File: src/rtl/mult_tdm_scheduler_pkg.sv
// Shared types for the TDM multiplier scheduler: FSM encoding, response tag
// layout and the requester-ID width helper.
package tdm_sched_pkg;

    typedef enum logic [1:0] {
        IDLE  = 2'd0,
        RUN   = 2'd1,
        DRAIN = 2'd2
    } sched_state_t;

    // Widest ID needed for the supported NUM_REQ range (up to 8 requesters).
    localparam int MAX_ID_W = 3;

    typedef struct packed {
        logic                valid;
        logic [MAX_ID_W-1:0] id;
    } tag_t;

    function automatic int id_width(input int n);
        return (n <= 1) ? 1 : $clog2(n);
    endfunction

endpackage

File: src/rtl/mult_tdm_scheduler_if.sv
// Requester handshake, multiplier operand/product and response bundle
// between the requesters and the shared multiplier.
interface mult_tdm_scheduler_if #(
    parameter int NUM_REQ = 2,
    parameter int WIDTH_A = 8,
    parameter int WIDTH_B = 8,
    parameter int ID_W    = 1
);
    logic [NUM_REQ-1:0]         req_valid;
    logic [NUM_REQ-1:0]         req_ready;
    logic [NUM_REQ*WIDTH_A-1:0] req_a;
    logic [NUM_REQ*WIDTH_B-1:0] req_b;
    logic [WIDTH_A-1:0]         mult_a;
    logic [WIDTH_B-1:0]         mult_b;
    logic [WIDTH_A+WIDTH_B-1:0] mult_p;
    logic                       rsp_valid;
    logic [ID_W-1:0]            rsp_id;
    logic [WIDTH_A+WIDTH_B-1:0] rsp_data;

    modport master (
        output req_valid, req_a, req_b, mult_p,
        input  req_ready, mult_a, mult_b, rsp_valid, rsp_id, rsp_data
    );

    modport slave (
        input  req_valid, req_a, req_b, mult_p,
        output req_ready, mult_a, mult_b, rsp_valid, rsp_id, rsp_data
    );
endinterface

File: src/rtl/mult_tdm_scheduler_rr_arbiter.sv
// Combinational round-robin grant: scans from ptr, wrapping, and grants the
// first valid requester; nothing is granted while en is low.
module rr_arbiter #(
    parameter int NUM_REQ = 2,
    parameter int ID_W    = 1
) (
    input  logic [NUM_REQ-1:0] req,
    input  logic [ID_W-1:0]    ptr,
    input  logic               en,
    output logic [NUM_REQ-1:0] grant,
    output logic [ID_W-1:0]    idx,
    output logic               hit
);
    always_comb begin
        int j;
        j     = 0;
        grant = '0;
        idx   = '0;
        hit   = 1'b0;
        if (en) begin
            for (int k = 0; k < NUM_REQ; k++) begin
                j = (int'(ptr) + k) % NUM_REQ;
                if (!hit && req[j]) begin
                    hit      = 1'b1;
                    grant[j] = 1'b1;
                    idx      = ID_W'(j);
                end
            end
        end
    end
endmodule

File: src/rtl/mult_tdm_scheduler.sv
// Time-shares one fixed-latency pipelined multiplier between NUM_REQ
// requesters; each product returns tagged with its requester ID.
module mult_tdm_scheduler
    import tdm_sched_pkg::*;
#(
    parameter int NUM_REQ      = 2,
    parameter int WIDTH_A      = 8,
    parameter int WIDTH_B      = 8,
    parameter int MULT_LATENCY = 4
) (
    input  logic                clk,
    input  logic                rst,
    input  logic                enable,
    output logic                busy,
    mult_tdm_scheduler_if.slave bus
);
    localparam int ID_W   = id_width(NUM_REQ);
    localparam int CNT_W  = $clog2(MULT_LATENCY + 2);
    localparam int STAGES = MULT_LATENCY + 1;

    localparam logic [1:0] S_IDLE  = IDLE;
    localparam logic [1:0] S_RUN   = RUN;
    localparam logic [1:0] S_DRAIN = DRAIN;

    logic [1:0]         state;
    logic [1:0]         state_nxt;
    logic [ID_W-1:0]    rr_ptr;
    logic [ID_W-1:0]    gidx;
    logic [NUM_REQ-1:0] grant;
    logic               accept;
    logic [CNT_W-1:0]   inflight;
    logic [CNT_W-1:0]   inflight_nxt;
    logic [WIDTH_A-1:0] opa_p0;
    logic [WIDTH_B-1:0] opb_p0;
    tag_t               tag_p [STAGES];
    tag_t               tag_out;
    logic [MAX_ID_W-1:0] tag_id_unused;

    rr_arbiter #(
        .NUM_REQ (NUM_REQ),
        .ID_W    (ID_W)
    ) u_arb (
        .req   (bus.req_valid),
        .ptr   (rr_ptr),
        .en    (state == S_RUN),
        .grant (grant),
        .idx   (gidx),
        .hit   (accept)
    );

    assign bus.req_ready = grant;
    assign bus.mult_a    = opa_p0;
    assign bus.mult_b    = opb_p0;
    assign bus.rsp_data  = bus.mult_p;
    assign busy          = (state != S_IDLE);

    // ID bits above ID_W are always zero; only the low bits leave the block.
    assign tag_out       = tag_p[STAGES-1];
    assign tag_id_unused = tag_out.id;
    assign bus.rsp_valid = tag_out.valid;
    assign bus.rsp_id    = tag_out.id[ID_W-1:0];

    always_comb begin
        inflight_nxt = inflight;
        if (accept && !tag_out.valid)
            inflight_nxt = inflight + CNT_W'(1);
        else if (!accept && tag_out.valid)
            inflight_nxt = inflight - CNT_W'(1);
    end

    // Leaving RUN looks at the post-edge count so a same-edge accept is drained.
    always_comb begin
        state_nxt = state;
        case (state)
            S_IDLE:  if (enable) state_nxt = S_RUN;
            S_RUN:   if (!enable) state_nxt = (inflight_nxt != '0) ? S_DRAIN : S_IDLE;
            S_DRAIN: begin
                if (enable)                  state_nxt = S_RUN;
                else if (inflight_nxt == '0) state_nxt = S_IDLE;
            end
            default: state_nxt = S_IDLE;
        endcase
    end

    // Stage p0: operand issue and tag entry; tag pipe tracks multiplier latency.
    always_ff @(posedge clk or negedge rst) begin
        if (!rst) begin
            state    <= S_IDLE;
            rr_ptr   <= '0;
            inflight <= '0;
            opa_p0   <= '0;
            opb_p0   <= '0;
            for (int s = 0; s < STAGES; s++) tag_p[s] <= '0;
        end else begin
            state    <= state_nxt;
            inflight <= inflight_nxt;
            if (accept) begin
                opa_p0 <= bus.req_a[int'(gidx)*WIDTH_A +: WIDTH_A];
                opb_p0 <= bus.req_b[int'(gidx)*WIDTH_B +: WIDTH_B];
                rr_ptr <= (int'(gidx) == NUM_REQ - 1) ? '0 : gidx + 1'b1;
            end
            tag_p[0] <= '{valid: accept, id: MAX_ID_W'(gidx)};
            for (int s = 1; s < STAGES; s++) tag_p[s] <= tag_p[s-1];
        end
    end
endmodule

File: src/flat_wrapper.sv
// flat-port wrapper written by rule: the top's interface ports become plain ports
module mult_tdm_scheduler_flat import tdm_sched_pkg::*;
#(
    parameter int NUM_REQ      = 2,
    parameter int WIDTH_A      = 8,
    parameter int WIDTH_B      = 8,
    parameter int MULT_LATENCY = 4
)
  (clk, rst, enable, busy, bus_req_valid, bus_req_a, bus_req_b, bus_mult_p, bus_req_ready, bus_mult_a, bus_mult_b, bus_rsp_valid, bus_rsp_id, bus_rsp_data);
  mult_tdm_scheduler_if #(.NUM_REQ(NUM_REQ), .WIDTH_A(WIDTH_A), .WIDTH_B(WIDTH_B), .ID_W(1)) bus_i ();
  input  logic clk;
  input  logic rst;
  input  logic enable;
  output logic busy;
  input wire logic [$bits(bus_i.req_valid)-1:0] bus_req_valid;
  input wire logic [$bits(bus_i.req_a)-1:0] bus_req_a;
  input wire logic [$bits(bus_i.req_b)-1:0] bus_req_b;
  input wire logic [$bits(bus_i.mult_p)-1:0] bus_mult_p;
  output wire logic [$bits(bus_i.req_ready)-1:0] bus_req_ready;
  output wire logic [$bits(bus_i.mult_a)-1:0] bus_mult_a;
  output wire logic [$bits(bus_i.mult_b)-1:0] bus_mult_b;
  output wire logic [$bits(bus_i.rsp_valid)-1:0] bus_rsp_valid;
  output wire logic [$bits(bus_i.rsp_id)-1:0] bus_rsp_id;
  output wire logic [$bits(bus_i.rsp_data)-1:0] bus_rsp_data;
  assign bus_i.req_valid = bus_req_valid;
  assign bus_i.req_a = bus_req_a;
  assign bus_i.req_b = bus_req_b;
  assign bus_i.mult_p = bus_mult_p;
  assign bus_req_ready = bus_i.req_ready;
  assign bus_mult_a = bus_i.mult_a;
  assign bus_mult_b = bus_i.mult_b;
  assign bus_rsp_valid = bus_i.rsp_valid;
  assign bus_rsp_id = bus_i.rsp_id;
  assign bus_rsp_data = bus_i.rsp_data;
  mult_tdm_scheduler #(.NUM_REQ(NUM_REQ), .WIDTH_A(WIDTH_A), .WIDTH_B(WIDTH_B), .MULT_LATENCY(MULT_LATENCY)) u_core (.clk(clk), .rst(rst), .enable(enable), .busy(busy), .bus(bus_i));
endmodule
File: config.mk
export PLATFORM = sky130hd
export DESIGN_NAME = mult_tdm_scheduler_flat
export DESIGN_NICKNAME = d
export VERILOG_FILES = /design/src/rtl/mult_tdm_scheduler_pkg.sv /design/src/rtl/mult_tdm_scheduler_if.sv /design/src/rtl/mult_tdm_scheduler_rr_arbiter.sv /design/src/rtl/mult_tdm_scheduler.sv /design/src/flat_wrapper.sv
export SDC_FILE = /design/constraint.sdc
export NUM_CORES = 1
export LEC_CHECK = 0
export CORE_MARGIN = 5
export CORE_UTILIZATION = 37
export CTS_BUF_LIST = sky130_fd_sc_hd__clkbuf_8 sky130_fd_sc_hd__clkbuf_16
export DETAILED_ROUTE_END_ITERATION = 8
export PLACE_DENSITY = 0.79
export REMOVE_ABC_BUFFERS = 1
export SETUP_SLACK_MARGIN = 0.05
export SLEW_MARGIN = 10
export SYNTH_ARGS = -nofsm -noshare
export SYNTH_HDL_FRONTEND = slang
export SYNTH_SLANG_ARGS = --single-unit
File: constraint.sdc
create_clock -name clk -period 1.8 [get_ports clk]
set_input_delay 0.36 -clock clk [delete_from_list [all_inputs] [get_ports clk]]
set_output_delay 0.36 -clock clk [all_outputs]
set_load 0.01 [all_outputs]
# Word level (Yosys, flattened, before mapping)
# Index checks and enable logic that the tools add are counted.
# totals
in_bits	53
out_inout_bits	37
reg_bits	32
wordCells	74
# op_classes
n_shift	2
addsub	4
eq_ne	5
n_reduce_logical	13
order_cmp	4
mux	29
n_bitwise	2
# op_table
operator	n
$shiftx A16 B5 Y8	2
$mux W2	9
$mux W1	15
$mux W3	2
$pmux W2 S3	1
$logic_and A1 B1 Y1	5
$ne A2 B2 Y1 const B	2
$add A3 B1 Y3 const B	1
$logic_not A1 Y1	3
$logic_not A3 Y1	1
$lt A2 B3 Y1 const B	1
$ne A3 B2 Y1 const B	1
$reduce_and A3 Y1	1
$reduce_bool A3 Y1	1
$sub A3 B1 Y3 const B	1
$add A1 B1 Y1 const B	2
$demux W1 S1	2
$eq A2 B1 Y1 const B	1
$eq A2 B2 Y1 const B	1
$ge A2 B1 Y1 const B	1
$logic_not A2 Y1	1
$lt A1 B2 Y1 const B	1
$or A2 B2 Y2	1
$reduce_bool A2 Y1	1
other kinds (2)	2

# Logic depth before layout (Yosys ltp)
# depth
word_depth	16
depth_mapped	6
depth_no_buf	6

# By module
# A second synthesis with hierarchy kept.
# hier_totals
hier_cells	138
area_unflattened_um2	1515.2
# modules_own_cells
module	n_inst	cells_each	seq_area_each_um2	area_per_inst_um2
mult_tdm_scheduler	1	131	800.8	1481.4
rr_arbiter	1	7	0.0	33.8

# Least setup slack after synthesis
# OpenSTA, ideal clock, no wires.
# synth_timing
path_kind	flip-flop to flip-flop
startpoint	register u_core.inflight[0]
endpoint	register u_core.state[1]
required_time_ps	1718
setup_slack_ps	243
n_path_buf	0
arrival_ps	1475
setup_time_ps	82
stages_incl_launch_ff	6
synth_period_minus_slack_ps	1557
cell_sequence	dfrtp_1 -> inv_1 -> ha_1 -> a21boi_1 -> mux4_2 -> a31oi_1
# synth_between
elab_chain_len	7
elab_cells_between_ends	11
cone_classes	add/sub (2); eq/ne (1); mux (5); reduce/logical (3)
# synth_lines
element	line_no	text
from (decl)	mult_tdm_scheduler.sv:31	logic [CNT_W-1:0] inflight;
from (signal assigned)	mult_tdm_scheduler.sv:96	inflight <= inflight_nxt;
$sub A3 B1 Y3	mult_tdm_scheduler.sv:68	inflight_nxt = inflight - CNT_W'(1);
$mux W3	mult_tdm_scheduler.sv:67	else if (!accept && tag_out.valid)
$mux W3 (*)	mult_tdm_scheduler.sv:65	if (accept && !tag_out.valid)
$reduce_bool A3 Y1	mult_tdm_scheduler.sv:76	S_RUN: if (!enable) state_nxt = (inflight_nxt != '0) ? S_DRAIN : S_IDLE;
$mux W2 (2 in a row)	mult_tdm_scheduler.sv:76	
$pmux W2 S3	mult_tdm_scheduler.sv:74	case (state)
to (signal assigned)	mult_tdm_scheduler.sv:95	state <= state_nxt;
to (decl)	mult_tdm_scheduler.sv:25	logic [1:0] state;
# Mark *: on every way between the ends. The rest lies on a longest branch, timed or not. The select of a mux whose other input is x is not followed.
# A chain may end at the register's enable or synchronous reset.

# Worst setup path after layout
# layout_timing
startpoint	register u_core.state[1]
endpoint	output port busy
# layout_between
elab_chain_len	1
# layout_lines
element	line_no	text
$reduce_bool A2 Y1	mult_tdm_scheduler.sv:55	assign busy = (state != S_IDLE);
to (decl)	flat_wrapper.sv:14	output logic busy;
# Every way passes these cells.

==> run_results.csv <==
group,metric,value,unit
synth,synth_cell_types,28,
route,via_count,1169,
synth,synth_compound_area_share,9.06,%
worst_setup_path,critPathSlowestCell,"dfrtp_1",
synth,netlist_area,1530,um^2
synth,synthSimpleGateAreaFrac,12.1,%
worst_setup_path,start_kind,"flop",
timing,hold_viol_final,0,
worst_setup_path,critPathMaxStageDelay,0.37,ns
worst_setup_path,reg2reg_to,"u_core.state[1]$_DFFE_PN0P_",
cts,clkSlewWorstSetupHoldPaths,0.07,ns
worst_setup_path,crit_arrival,1.34,ns
final_layout,final_cell_mix,"clkdlybuf4s50_1, dfrtp_1, a21oi_1, nor2_1, mux2i_1",
final_layout,area_growth,44.5,%
worst_setup_path,r2r_setup_slack,0.19,ns
grt,grt_max_degree,33,
grt,antenna_found_initial,0,
pwr,intPower,0.00188,W
pwr,power_frac_clock,19.4,%
worst_setup_path,critPathBufInv,2,
route,met1_length,1.28,mm
worst_setup_path,worstRegToRegCells,5,
worst_setup_path,critPathMaxFanout,4,
route,ant_nets,0,
timing,tightest_slew,0.398,ns
synth,synth_top_family_by_area,"simple AND/OR/NAND/NOR gates",
worst_setup_path,regToRegStartpoint,"u_core.inflight[1]$_DFF_PN0_",
final_layout,nets,251,
die,initial_core_util,38.3,%
min_path,hold_class,"flop to flop",
route,drt_iter0_markers,81,
timing,maxSlewViolCount,0,
synth,synth_mux_area_share,11.9,%
pwr,power_leakage,0.958,nW
status,status,"completed",
worst_setup_path,worst_setup_path_end_kind,"output port",
route,drc_errors,0,
placed_design,dp_slack,-0.199,ns
timing,period_share,94.5,%
worst_setup_path,critPathKind,"flop to output port",
timing,rsz0062_at_grt,"false",
pwr,power_frac_seq,39.2,%
die,rows,23,
synth,netlist_instances,138,
pwr,power_switching_share,31.1,%
pwr,powerDensity,1230,nW/um^2
route,drt_pre_antenna_iters,4,
synth,seq_area_frac_synth,52.2,%
route,wl_met2,1.37,mm
final_layout,layout-drive-gt1-share,15.7,%
final_layout,fin_cells,247,
cts,clkSinkCount,32,
cts,clk_latency,0.28,ns
cts,clk_root_buffer_cell,"clkbuf_8",
grt,grt_util_all_layers,13.5,%
worst_setup_path,critPathTopFamily,"buffers and inverters",
min_path,hp-start,"u_core.tag_p[19]$_DFF_PN0_",
worst_setup_path,cp.required,1.44,ns
timing,layout_setup_ws,0.0998,ns
grt,grt_pass1_wl,5.49,mm
timing,fin_skew,0.00354,ns
die,die_width,74.4,um
die,dieArea,5530,um^2
final_layout,final_common_cell,"clkdlybuf4s50_1",
min_path,holdPathStages,0,
pwr,ir_drop,0.622,mV
grt,grt_pass1_vias,1210,
die,die_h,74.4,um
timing,max-slew-margin-rel,73.4,%
placed_design,io_buffers,57,
route,top_layer_used,"met4",
worst_setup_path,path_cells,"buf_4, or2_2, dlygate4sd2_1",
pwr,combinationalPowerShare,41.4,%
synth,ys_ff_latch,32,
synth,yosys_warnings,0,
timing,setup_viol,0,
timing,period_needed,1.70,ns
placed_design,dp_hpwl,2.61,mm
min_path,min_delay_worst_endpoint,"u_core.tag_p[15]$_DFF_PN0_",
synth,synth-xor-area-share,1.14,%
final_layout,final_core_util,55.4,%
final_layout,num_antenna_cells,0,
flow_run,maxCapViolations,0,
cts,hold_buffers,0,
timing,max_freq,588,MHz
cts,clockBufferDepth,2,
die,num_io_pins,90,
final_layout,n_fill_cell,351,
cts,cts_tree,"built",
pwr,total_power,0.00273,W
cts,htreeDepth,2,
synth,synthAdderAreaFrac,1.63,%
pwr,switchingPower,0.000850,W
route,routed_wl,3.34,mm
cts,post_cts_buffers,0,
grt,gr-total-overflow,0,
synth,syn_avg_cell_area,11.1,um^2
cts,numCtsBuffers,5,
die,core_area,4000,um^2
placed_design,dp_cells,239,
route,wl_per_cell,13.5,um
route,wl_met3,643,um
route,routed_via_density,4.73,
placed_design,place_congestion,0.831,
## worst reg2reg max path: stages, from the launching register on
cell and delay, ns:
dfrtp_1 0.40, inv_1 0.06, ha_1 0.30, a21boi_1 0.15
mux4_2 0.46, a31oi_1 0.16
## state kept, by name, summed over array words and instances (netlist names)
name / cells
u_core.bus.mult_a: 8
u_core.bus.mult_b: 8
u_core.bus.rsp_valid: 1
u_core.inflight: 3
u_core.rr_ptr: 1
u_core.state: 2
u_core.tag_id_unused: 1
u_core.tag_p: 8
## how the worst max path moves through the flow
stage | start | endpoint | slack, ns | depth (start not counted)
after floorplan | u_core.state[1]$_DFFE_PN0P_ | u_core.inflight[0]$_DFF_PN0_ | 0.19 | 3
after global placement | bus_req_valid[0] | bus_req_ready[0] | -0.22 | 4
after detailed placement | bus_req_valid[1] | u_core.state[1]$_DFFE_PN0P_ | -0.20 | 6
after CTS | u_core.state[1]$_DFFE_PN0P_ | bus_req_ready[0] | 0.04 | 4
after global routing | bus_req_valid[1] | u_core.state[1]$_DFFE_PN0P_ | 0.05 | 6
final | u_core.state[1]$_DFFE_PN0P_ | busy | 0.1 | 3
## power groups by stage
stage          sequential (W)  combinational, W  clock (W)
2_1_floorplan         0.00115          0.000454          0
3_3_place_gp          0.00107           0.00114          0
3_5_place_dp          0.00108           0.00115          0
4_1_cts               0.00107           0.00115   0.000551
5_1_grt               0.00111           0.00125   0.000588
6_report              0.00107           0.00113   0.000530
## per-layer routing
metal | vias up | track usage, %
met4 | 0 | 4.74
met3 | 4 | 11.6
met5 | - | 0
met1 | 529 | 15.4
li1 | 563 | -
met2 | 73 | 18.3
## Yosys cell counts
library cell,n,area (um^2)
dfrtp_1,32,801
nor2_1,20,75.1
a21oi_1,19,95.1
buf_4,16,120
mux2i_1,16,160
buf_2,3,15.0
nand2_1,3,11.3
nor3_1,3,15.0
a21o_1,2,15.0
buf_12,2,40.0
ha_1,2,25.0
inv_1,2,7.51
nand2b_1,2,12.5
xnor2_1,2,17.5
a21boi_0,1,7.51
a21boi_1,1,7.51
a31oi_1,1,6.26
and2b_4,1,10.0
and3_1,1,6.26
and3_4,1,11.3
mux4_2,1,22.5
nor2_2,1,6.26
nor4b_1,1,8.76
o21bai_1,1,7.51
or2_1,1,6.26
or2_2,1,6.26
or2b_1,1,7.51
or3b_1,1,8.76
## what timing repair did
action                                  4_1_cts  5_1_grt
pin swaps                                     0        0
gates cloned                                  0        0
gates resized for setup                       3        5
endpoints found under the setup margin        3        4
## logic make-up after synthesis
group	after synthesis
buf+inv	23
fa+ha+maj	2
xor+xnor	2
flops	32
compound gates	25
simple gates	37
mux	17
## per-stage QoR
stage                     TNS (ns)  area, um^2  hold WS [ns]
after floorplan                  0        1360        0.0644
after global placement      -0.899        2130         0.331
after detailed placement     -1.27        2130         0.335
after CTS                        0        2210         0.351
after global routing             0        2210         0.350
final                            0        2210         0.348
## layout make-up
class | count | area, um^2 | area share [%]
clock buffer | 5 | 68.8 | 3.11
timing repair buffer | 72 | 703 | 31.8
multi-input combinational | 83 | 552 | 24.9
sequential | 32 | 802 | 36.2
inverter | 2 | 7.51 | 0.339
tap | 50 | 62.6 | 2.82
clock inverter | 3 | 18.8 | 0.847
No activity file was read; power rests on OpenSTA's default activity.
